<file path="config.mk">
export PLATFORM = sky130hd
export DESIGN_NAME = stopwatch_bcd_flat
export DESIGN_NICKNAME = d
export VERILOG_FILES = /design/src/rtl/stopwatch_pkg.sv /design/src/rtl/stopwatch_bcd_if.sv /design/src/rtl/bcd_digit_counter.sv /design/src/rtl/stopwatch_bcd.sv /design/src/flat_wrapper.sv
export SDC_FILE = /design/constraint.sdc
export NUM_CORES = 1
export LEC_CHECK = 0
export CAP_MARGIN = 20
export CELL_PAD_IN_SITES_DETAIL_PLACEMENT = 1
export CELL_PAD_IN_SITES_GLOBAL_PLACEMENT = 2
export CORE_MARGIN = 5
export CORE_UTILIZATION = 30
export DETAILED_ROUTE_END_ITERATION = 10
export GPL_TIMING_DRIVEN = 0
export PLACE_DENSITY_LB_ADDON = 0.3
export SYNTH_ARGS = -nofsm -noshare
export SYNTH_HDL_FRONTEND = slang
export SYNTH_SLANG_ARGS = --single-unit
</file>
<file path="constraint.sdc">
create_clock -name clk_in -period 2.3 [get_ports clk_in]
set_input_delay 0.23 -clock clk_in [delete_from_list [all_inputs] [get_ports clk_in]]
set_output_delay 0.23 -clock clk_in [all_outputs]
set_load 0.01 [all_outputs]
</file>
<file path="src/rtl/stopwatch_pkg.sv">
// Shared types and constants for the MM:SS.t BCD stopwatch.
package stopwatch_pkg;

    typedef enum logic [1:0] {
        StIdle  = 2'd0,
        StRun   = 2'd1,
        StPause = 2'd2
    } sw_state_e;

    typedef logic [3:0] bcd_t;

    localparam bcd_t DigitMax9 = 4'd9;
    localparam bcd_t DigitMax5 = 4'd5;

endpackage

</file>
<file path="src/rtl/stopwatch_bcd_if.sv">
// Button/tick inputs and BCD display outputs of the stopwatch.
interface stopwatch_bcd_if;
    import stopwatch_pkg::*;

    logic tick_in;
    logic start_stop;
    logic clear;
    logic lap;
    bcd_t tenths;
    bcd_t sec_u;
    bcd_t sec_t;
    bcd_t min_u;
    bcd_t min_t;
    logic running;
    logic wrap;

    modport master (
        output tick_in, start_stop, clear, lap,
        input  tenths, sec_u, sec_t, min_u, min_t, running, wrap
    );

    modport slave (
        input  tick_in, start_stop, clear, lap,
        output tenths, sec_u, sec_t, min_u, min_t, running, wrap
    );

endinterface

</file>
<file path="src/rtl/bcd_digit_counter.sv">
// One BCD digit, counting 0..MAX; carry flags the increment that rolls it over.
module bcd_digit_counter
    import stopwatch_pkg::*;
#(
    parameter bcd_t MAX = DigitMax9
) (
    input  logic clk_in,
    input  logic reset,
    input  logic clr,
    input  logic inc,
    output bcd_t digit,
    output logic carry
);

    bcd_t digit_q, digit_d;

    always_comb begin
        digit_d = digit_q;
        if (clr) begin
            digit_d = '0;
        end else if (inc) begin
            digit_d = (digit_q == MAX) ? '0 : digit_q + 4'd1;
        end
    end

    always_ff @(posedge clk_in or negedge reset) begin
        if (!reset) begin
            digit_q <= '0;
        end else begin
            digit_q <= digit_d;
        end
    end

    assign digit = digit_q;
    assign carry = inc & (digit_q == MAX);

endmodule

</file>
<file path="src/rtl/stopwatch_bcd.sv">
// MM:SS.t stopwatch advanced by rising edges of an asynchronous 10 Hz tick.
// Optional lap/display hold is built only when STOPWATCH_LAP_EN is defined.
module stopwatch_bcd
    import stopwatch_pkg::*;
#(
    parameter int unsigned SYNC_STAGES  = 2,
    parameter int unsigned MAX_MIN_TENS = 5
) (
    input logic            clk_in,
    input logic            reset,
    stopwatch_bcd_if.slave sw
);

    // Tick synchroniser and rising-edge detector
    logic [SYNC_STAGES-1:0] sync_q, sync_d;
    logic                   tick_dly_q;
    logic                   tick_rise;

    assign sync_d    = {sync_q[SYNC_STAGES-2:0], sw.tick_in};
    assign tick_rise = sync_q[SYNC_STAGES-1] & ~tick_dly_q;

    always_ff @(posedge clk_in or negedge reset) begin
        if (!reset) begin
            sync_q     <= '0;
            tick_dly_q <= 1'b0;
        end else begin
            sync_q     <= sync_d;
            tick_dly_q <= sync_q[SYNC_STAGES-1];
        end
    end

    // Control FSM
    sw_state_e state_q, state_d;
    logic      running;
    logic      count_en;

    always_ff @(posedge clk_in or negedge reset) begin
        if (!reset) begin
            state_q <= StIdle;
        end else begin
            state_q <= state_d;
        end
    end

    always_comb begin
        state_d = state_q;
        if (sw.clear) begin
            state_d = StIdle;
        end else if (sw.start_stop) begin
            case (state_q)
                StIdle:  state_d = StRun;
                StRun:   state_d = StPause;
                StPause: state_d = StRun;
                default: state_d = StIdle;
            endcase
        end
    end

    // A tick coincident with start_stop in RUN still counts: it is judged on the current state.
    always_comb begin
        running  = 1'b0;
        count_en = 1'b0;
        if (state_q == StRun) begin
            running  = 1'b1;
            count_en = tick_rise & ~sw.clear;
        end
    end

    // Digit carry chain
    bcd_t live_tenths, live_sec_u, live_sec_t, live_min_u, live_min_t;
    logic c_tenths, c_sec_u, c_sec_t, c_min_u, c_min_t;

    bcd_digit_counter #(.MAX(DigitMax9)) u_tenths (
        .clk_in (clk_in),
        .reset  (reset),
        .clr    (sw.clear),
        .inc    (count_en),
        .digit  (live_tenths),
        .carry  (c_tenths)
    );

    bcd_digit_counter #(.MAX(DigitMax9)) u_sec_u (
        .clk_in (clk_in),
        .reset  (reset),
        .clr    (sw.clear),
        .inc    (c_tenths),
        .digit  (live_sec_u),
        .carry  (c_sec_u)
    );

    bcd_digit_counter #(.MAX(DigitMax5)) u_sec_t (
        .clk_in (clk_in),
        .reset  (reset),
        .clr    (sw.clear),
        .inc    (c_sec_u),
        .digit  (live_sec_t),
        .carry  (c_sec_t)
    );

    bcd_digit_counter #(.MAX(DigitMax9)) u_min_u (
        .clk_in (clk_in),
        .reset  (reset),
        .clr    (sw.clear),
        .inc    (c_sec_t),
        .digit  (live_min_u),
        .carry  (c_min_u)
    );

    bcd_digit_counter #(.MAX(bcd_t'(MAX_MIN_TENS))) u_min_t (
        .clk_in (clk_in),
        .reset  (reset),
        .clr    (sw.clear),
        .inc    (c_min_u),
        .digit  (live_min_t),
        .carry  (c_min_t)
    );

    // Carry out of the top digit is the full-count rollover; registering it aligns with 00:00.0.
    logic wrap_q;

    always_ff @(posedge clk_in or negedge reset) begin
        if (!reset) begin
            wrap_q <= 1'b0;
        end else begin
            wrap_q <= c_min_t;
        end
    end

    bcd_t [4:0] live;
    bcd_t [4:0] disp;

    assign live = {live_min_t, live_min_u, live_sec_t, live_sec_u, live_tenths};

`ifdef STOPWATCH_LAP_EN
    logic       hold_q, hold_d;
    bcd_t [4:0] snap_q, snap_d;

    always_comb begin
        hold_d = hold_q;
        snap_d = snap_q;
        if (sw.clear) begin
            hold_d = 1'b0;
        end else if (sw.lap) begin
            hold_d = ~hold_q;
            if (!hold_q) begin
                snap_d = live;
            end
        end
    end

    always_ff @(posedge clk_in or negedge reset) begin
        if (!reset) begin
            hold_q <= 1'b0;
            snap_q <= '0;
        end else begin
            hold_q <= hold_d;
            snap_q <= snap_d;
        end
    end

    assign disp = hold_q ? snap_q : live;
`else
    logic unused_lap;

    assign unused_lap = sw.lap;
    assign disp       = live;
`endif

    assign sw.tenths  = disp[0];
    assign sw.sec_u   = disp[1];
    assign sw.sec_t   = disp[2];
    assign sw.min_u   = disp[3];
    assign sw.min_t   = disp[4];
    assign sw.running = running;
    assign sw.wrap    = wrap_q;

endmodule

</file>
<file path="src/flat_wrapper.sv">
// flat-port wrapper written by rule: the top's interface ports become plain ports
module stopwatch_bcd_flat import stopwatch_pkg::*;
#(
    parameter int unsigned SYNC_STAGES  = 2,
    parameter int unsigned MAX_MIN_TENS = 5
)
  (clk_in, reset, sw_tick_in, sw_start_stop, sw_clear, sw_lap, sw_tenths, sw_sec_u, sw_sec_t, sw_min_u, sw_min_t, sw_running, sw_wrap);
  stopwatch_bcd_if sw_i ();
  input logic clk_in;
  input logic reset;
  input wire logic [$bits(sw_i.tick_in)-1:0] sw_tick_in;
  input wire logic [$bits(sw_i.start_stop)-1:0] sw_start_stop;
  input wire logic [$bits(sw_i.clear)-1:0] sw_clear;
  input wire logic [$bits(sw_i.lap)-1:0] sw_lap;
  output wire logic [$bits(sw_i.tenths)-1:0] sw_tenths;
  output wire logic [$bits(sw_i.sec_u)-1:0] sw_sec_u;
  output wire logic [$bits(sw_i.sec_t)-1:0] sw_sec_t;
  output wire logic [$bits(sw_i.min_u)-1:0] sw_min_u;
  output wire logic [$bits(sw_i.min_t)-1:0] sw_min_t;
  output wire logic [$bits(sw_i.running)-1:0] sw_running;
  output wire logic [$bits(sw_i.wrap)-1:0] sw_wrap;
  assign sw_i.tick_in = sw_tick_in;
  assign sw_i.start_stop = sw_start_stop;
  assign sw_i.clear = sw_clear;
  assign sw_i.lap = sw_lap;
  assign sw_tenths = sw_i.tenths;
  assign sw_sec_u = sw_i.sec_u;
  assign sw_sec_t = sw_i.sec_t;
  assign sw_min_u = sw_i.min_u;
  assign sw_min_t = sw_i.min_t;
  assign sw_running = sw_i.running;
  assign sw_wrap = sw_i.wrap;
  stopwatch_bcd #(.SYNC_STAGES(SYNC_STAGES), .MAX_MIN_TENS(MAX_MIN_TENS)) u_core (.clk_in(clk_in), .reset(reset), .sw(sw_i));
endmodule
</file>
Word level (Yosys, flattened, before mapping). Cells that the tools add are included.

Flip-flop bits (word level): 26. Output and inout bits: 22. Logic and storage cells: 58. Input port bits: 6.

Bitwise logic cells: 9. Equal/unequal tests: 7. Reduce and logical (&&, ||, !) cells: 8. Muxes and demuxes: 20. Add/sub/neg operators: 5.

Operators with widths (number): $mux W4 (15); $add A4 B1 Y4 const B (5); $eq A4 B4 Y1 const B (3); $reduce_bool A2 Y1 (6); $eq A4 B3 Y1 const B (2); $and A1 B1 Y1 (7); $mux W2 (2); $pmux W2 S2 (1); $eq A2 B1 Y1 const B (1); $eq A2 B2 Y1 const B (1); $logic_not A2 Y1 (1); $mux W1 (2); $not A1 Y1 (2); $reduce_or A2 Y1 (1).

Depth between registers and ports, before layout.
Depth in word-level cells: 10. Depth in mapped cells: 7. Depth with buffers taken out: 6.

Hierarchy. From an unflattened synthesis, not the netlist that was laid out.

Cell total of the unflattened synthesis: 138. Area, all modules: 1392.6 um^2.

Modules (own cells, without submodules): bcd_digit_counter at u_core.u_min_u ... (area each 241.5 um^2, cells an instance 26, seq. area each 100.1 um^2, instances 3); bcd_digit_counter at u_core.u_min_t ... (area each 231.5 um^2, cells an instance 23, seq. area each 100.1 um^2, instances 2); stopwatch_bcd (area each 205.2 um^2, cells an instance 14, seq. area each 150.1 um^2, instances 1).

Least setup slack after synthesis. Ideal clock, no wire load.

Path kind: reg-to-reg. Start point: register u_core.u_sec_t.digit_q[1], in the netlist u_core.u_sec_t.digit[1]. End point: register u_core.u_min_t.digit_q[3], in the netlist u_core.u_min_t.digit[3]. Setup slack: 0.459 ns. Clock period less this slack: 1.841 ns. Cell stages (with the launch flop): 8. Data required time: 2.222 ns. Arrival: 1.763 ns. Library setup time: 0.078 ns. Path buffers: 1. Cells stage by stage: dfrtp_1 inv_1 ha_1 and3b_1 clkbuf_1 nand2_1 or4b_1 a21oi_1.

Word-level cells in the longest chain between the ends: 4.

RTL lines: start, declared (RTL line bcd_digit_counter.sv:15) `bcd_t digit_q, digit_d;`; start signal, assigned (RTL line bcd_digit_counter.sv:30) `digit_q <= digit_d;`; $eq A4 B3 Y1 (RTL line bcd_digit_counter.sv:35) `assign carry = inc & (digit_q == MAX);`; $and A1 B1 Y1 (2 in series) (RTL line bcd_digit_counter.sv:35); $reduce_bool A2 Y1 (no line); end signal, assigned (RTL line bcd_digit_counter.sv:30); end, declared (RTL line bcd_digit_counter.sv:15).

Every way passes these cells. A chain may end at the register's enable or synchronous reset.

Final worst setup path.
Start point: input sw_clear. End point: register u_core.u_min_t.digit_q[1], in the netlist u_core.u_min_t.digit[1].

Word-level cells in the longest chain between the ends: 8. Elaborated cells on any way between the ends: 9. Those cells by class: mux: 2; bitwise: 6; reduce/logical: 1.

RTL lines: start, declared (RTL line flat_wrapper.sv:13) `input wire logic [$bits(sw_i.clear)-1:0] sw_clear;`; $not A1 Y1 (RTL line stopwatch_bcd.sv:65) `count_en = tick_rise & ~sw.clear;`; $and A1 B1 Y1 (RTL line stopwatch_bcd.sv:65); $mux W1 (RTL line stopwatch_bcd.sv:63) `if (state_q == StRun) begin`; $and A1 B1 Y1 (4 in series) (RTL line bcd_digit_counter.sv:35); $reduce_bool A2 Y1 (no line).

Parallel ways exist; a longest one is shown, timed or not.

==> qor.txt <==
commonest register cell after synthesis - dfrtp_1
Die Ht - 77.8 um
CTS max path bufs - 2
Synth Area in Compound Gates - 14.8%
Final setup viols - 0
io pins - 28
Final ANT Viol Nets - 0
Synth Warn # - 0
Avg Cell Area, Syn - 9.93 sq um
sequential element share of the synthesized area - 47.1%
crit path max-delay cell type - clkdlybuf4s50_1
Leak - 0.000705 uW
FILL cells - 505
XOR/XNOR Fraction of Synth Area - 2.54%
Post-Syn Nets - 153
Clock Sinks - 26
Initial Util - 31.3%
Async SR Flop Fraction - 100%
max_slew headroom - 56.3%
CTS buffer count - 3
f_max - 0.475 GHz
first-pass GRT wire length - 6.37 mm
CP Data Arrival Time - 2.30 ns
row cnt - 24
fin nets - 185
Crit path largest cell delay - 0.50 ns
Cell variety after synth - 34
Pwr Density - 467 nW/um^2
Min Hold Slack - 0.356 ns
CP Launch Type - input port
drt drc - 0
Synth area leaders - dfrtp_1 47%, ha_1 7.3%, a21oi_1 6.2%
H-tree depth - 1
worst path cell trace - clkdlybuf4s50_1 -> nor4b_4 -> nand4_1 -> buf_2 -> or4_1 -> a21oi_1
largest family of logic cells by synthesized area - simple AND/OR/NAND/NOR gates
core box area - 4410 sq um
drt initial violations - 32
worst path bufs/invs - 2
Max Cap Violations - 0
Min-Delay Path Class - input port to asynchronous set/reset pin
drt total wl - 3.56 mm
Synth Register Bits - 26
Die Wd - 77.8 um
via count - 1186
Global Route Usage Sum - 12.8%
dpl hpwl - 2.64 mm
status - completed
Post-CTS Setup Bufs - 0
Least-Margin Pin Slew - 0.653 ns
Tmin final - 2.10 ns
Syn-to-layout area delta - 28.8%
Synth top cells by count - 26 x dfrtp_1, 17 x a21oi_1, 13 x o21ai_0
Port Buf Inserts - 26
routability-driven placement congestion ratio - 0.760
mapped cell area - 1380 sq um
Root Buffer - clkbuf_8
largest net degree at the start of global routing - 15
Synth Area in Simple Gates - 23.9%
family with the most delay on the worst path - simple AND/OR/NAND/NOR gates
vias in the first global route - 1349
hold buffers post-CTS - 0
CTS tree - built
mux cell area share after synthesis - 0.725%
initial antenna violation count - 0
DR vias/cell - 5.34
drt first pass iters - 4
layout cells sized above 1 - 5.29%
Critical Path End Type - register
ANT cells - 0
clk slew on worst S/H paths - 0.09 ns
post-cts resize count - 0
worst vdd ir - 0.000393 V
top cell type's share of synthesized area - 47.1%
Synth area leader - dfrtp_1
count of non-filler cells in the finished layout - 222
most common cell in the netlist - dfrtp_1
Overflow after GRT - 0
placed insts - 218
Post-synth EDFFs - 0
Crit Path Max Fanout - 10
clock skew - 0.00280 ns
max-slew violation count - 0
Required @ worst endpoint - 2.49 ns
post-synthesis cell count - 139
WL/cell - 16.0 um
final critical-path share of the clock period - 91.5%
Adder-Cell Fraction of Synth Area - 7.25%
final-report hold violation count - 0
Die ar. - 6060 sq um
RSZ-0062 raised after global routing - false
clock network latency to the later pin of the worst-skew pair - 0.27 ns
CP Class - input port to register
[final cells by class]
class                   instances  area, sq um  share of cell area [%]
multi-input cells             100          682                    38.4
plain buffers                   5         20.0                    1.13
repair buffers                 27          275                    15.5
clock buffers                   4         55.1                    3.10
well taps                      52         65.1                    3.66
inverters                       8         30.0                    1.69
flip-flops and latches         26          651                    36.6
[through the flow]
stage | cell area (sq um) | setup TNS [ns] | utilization [%] | power, uW | setup WS (ns)
finish | 1780 | 0 | 40.3 | 831 | 0.196
global route | 1780 | 0 | 40.3 | 872 | 0.0325
CTS | 1780 | 0 | 40.2 | 846 | 0.161
detailed placement | 1720 | -0.689 | 39.0 | 545 | -0.123
global placement | 1710 | -0.202 | 38.6 | 540 | -0.0521
floorplan | 1380 | 0 | - | 505 | 0.459
[report_power, final]
part / switching, uW / internal (uW) / total (uW)
clock network: 144 / 153 / 297
registers: 11.6 / 465 / 476
logic: 30.3 / 27.2 / 57.4
total: 186 / 645 / 831
[routing by layer]
metal	global-route usage (%)	vias up	share of wire (%)
li1	-	568	-
met1	14.7	596	45
met2	22.8	20	50
met3	3.47	2	4.1
met4	3.78	0	0.82
met5	0	-	0
[logic make-up (layout without fill, tap and decap cells)]
| kind of cell | after synthesis | count (layout) |
|---|---|---|
| AO/OA/AOI/OAI | 37 | 37 |
| XOR/XNOR | 4 | 4 |
| adder cells (fa/ha/maj) | 8 | 8 |
| buffers and inverters | 13 | 44 |
| flip-flops | 26 | 26 |
| multiplexers | 1 | 1 |
| AND/OR/NAND/NOR | 50 | 50 |
[final timing paths]
kind                                                    start                                  end  slack (ns)  depth (start not counted)
worst max-delay path                                 sw_clear  u_core.u_min_t.digit[1]$_DFFE_PN0P_        0.20                          6
worst min-delay path                                    reset  u_core.u_sec_u.digit[0]$_DFFE_PN0P_        0.36                          1
worst max register to register  u_core.state_q[1]$_DFFE_PN0P_  u_core.u_min_t.digit[1]$_DFFE_PN0P_        0.25                          5
worst min register to register     u_core.sync_q[0]$_DFF_PN0_           u_core.sync_q[1]$_DFF_PN0_        0.37                          0
max in group asynchronous                               reset  u_core.u_min_u.digit[1]$_DFFE_PN0P_        1.42                          2
min in group clk_in                u_core.sync_q[0]$_DFF_PN0_           u_core.sync_q[1]$_DFF_PN0_        0.37                          0
[cells in the final DEF (no fill, tap or decap), types with 2 or more instances in the layout]
cell and count:
and3b_1 3, dfrtp_1 26, clkdlybuf4s50_1 26, nor2_1 7, ha_1 8, nand2_1 6
o31ai_1 3, o21ai_0 13, or3_1 3, nand3b_1 3, or4b_1 2, nand4_1 2
or4_1 7, xnor2_1 3, clkbuf_1 4, and3_1 2, nor3_1 2, nand3_1 4
clkbuf_8 4, inv_1 8, a21oi_1 17
[sequential cells by signal (all words and copies together), names as in the netlist]
name	flops
u_core.state_q	2
u_core.u_tenths.digit	4
u_core.u_min_t.digit	4
u_core.u_min_u.digit	4
u_core.u_sec_u.digit	4
u_core.u_sec_t.digit	4
u_core.sw.wrap	1
u_core.sync_q	2
u_core.tick_dly_q	1
No activity file was read; power rests on OpenSTA's default activity.
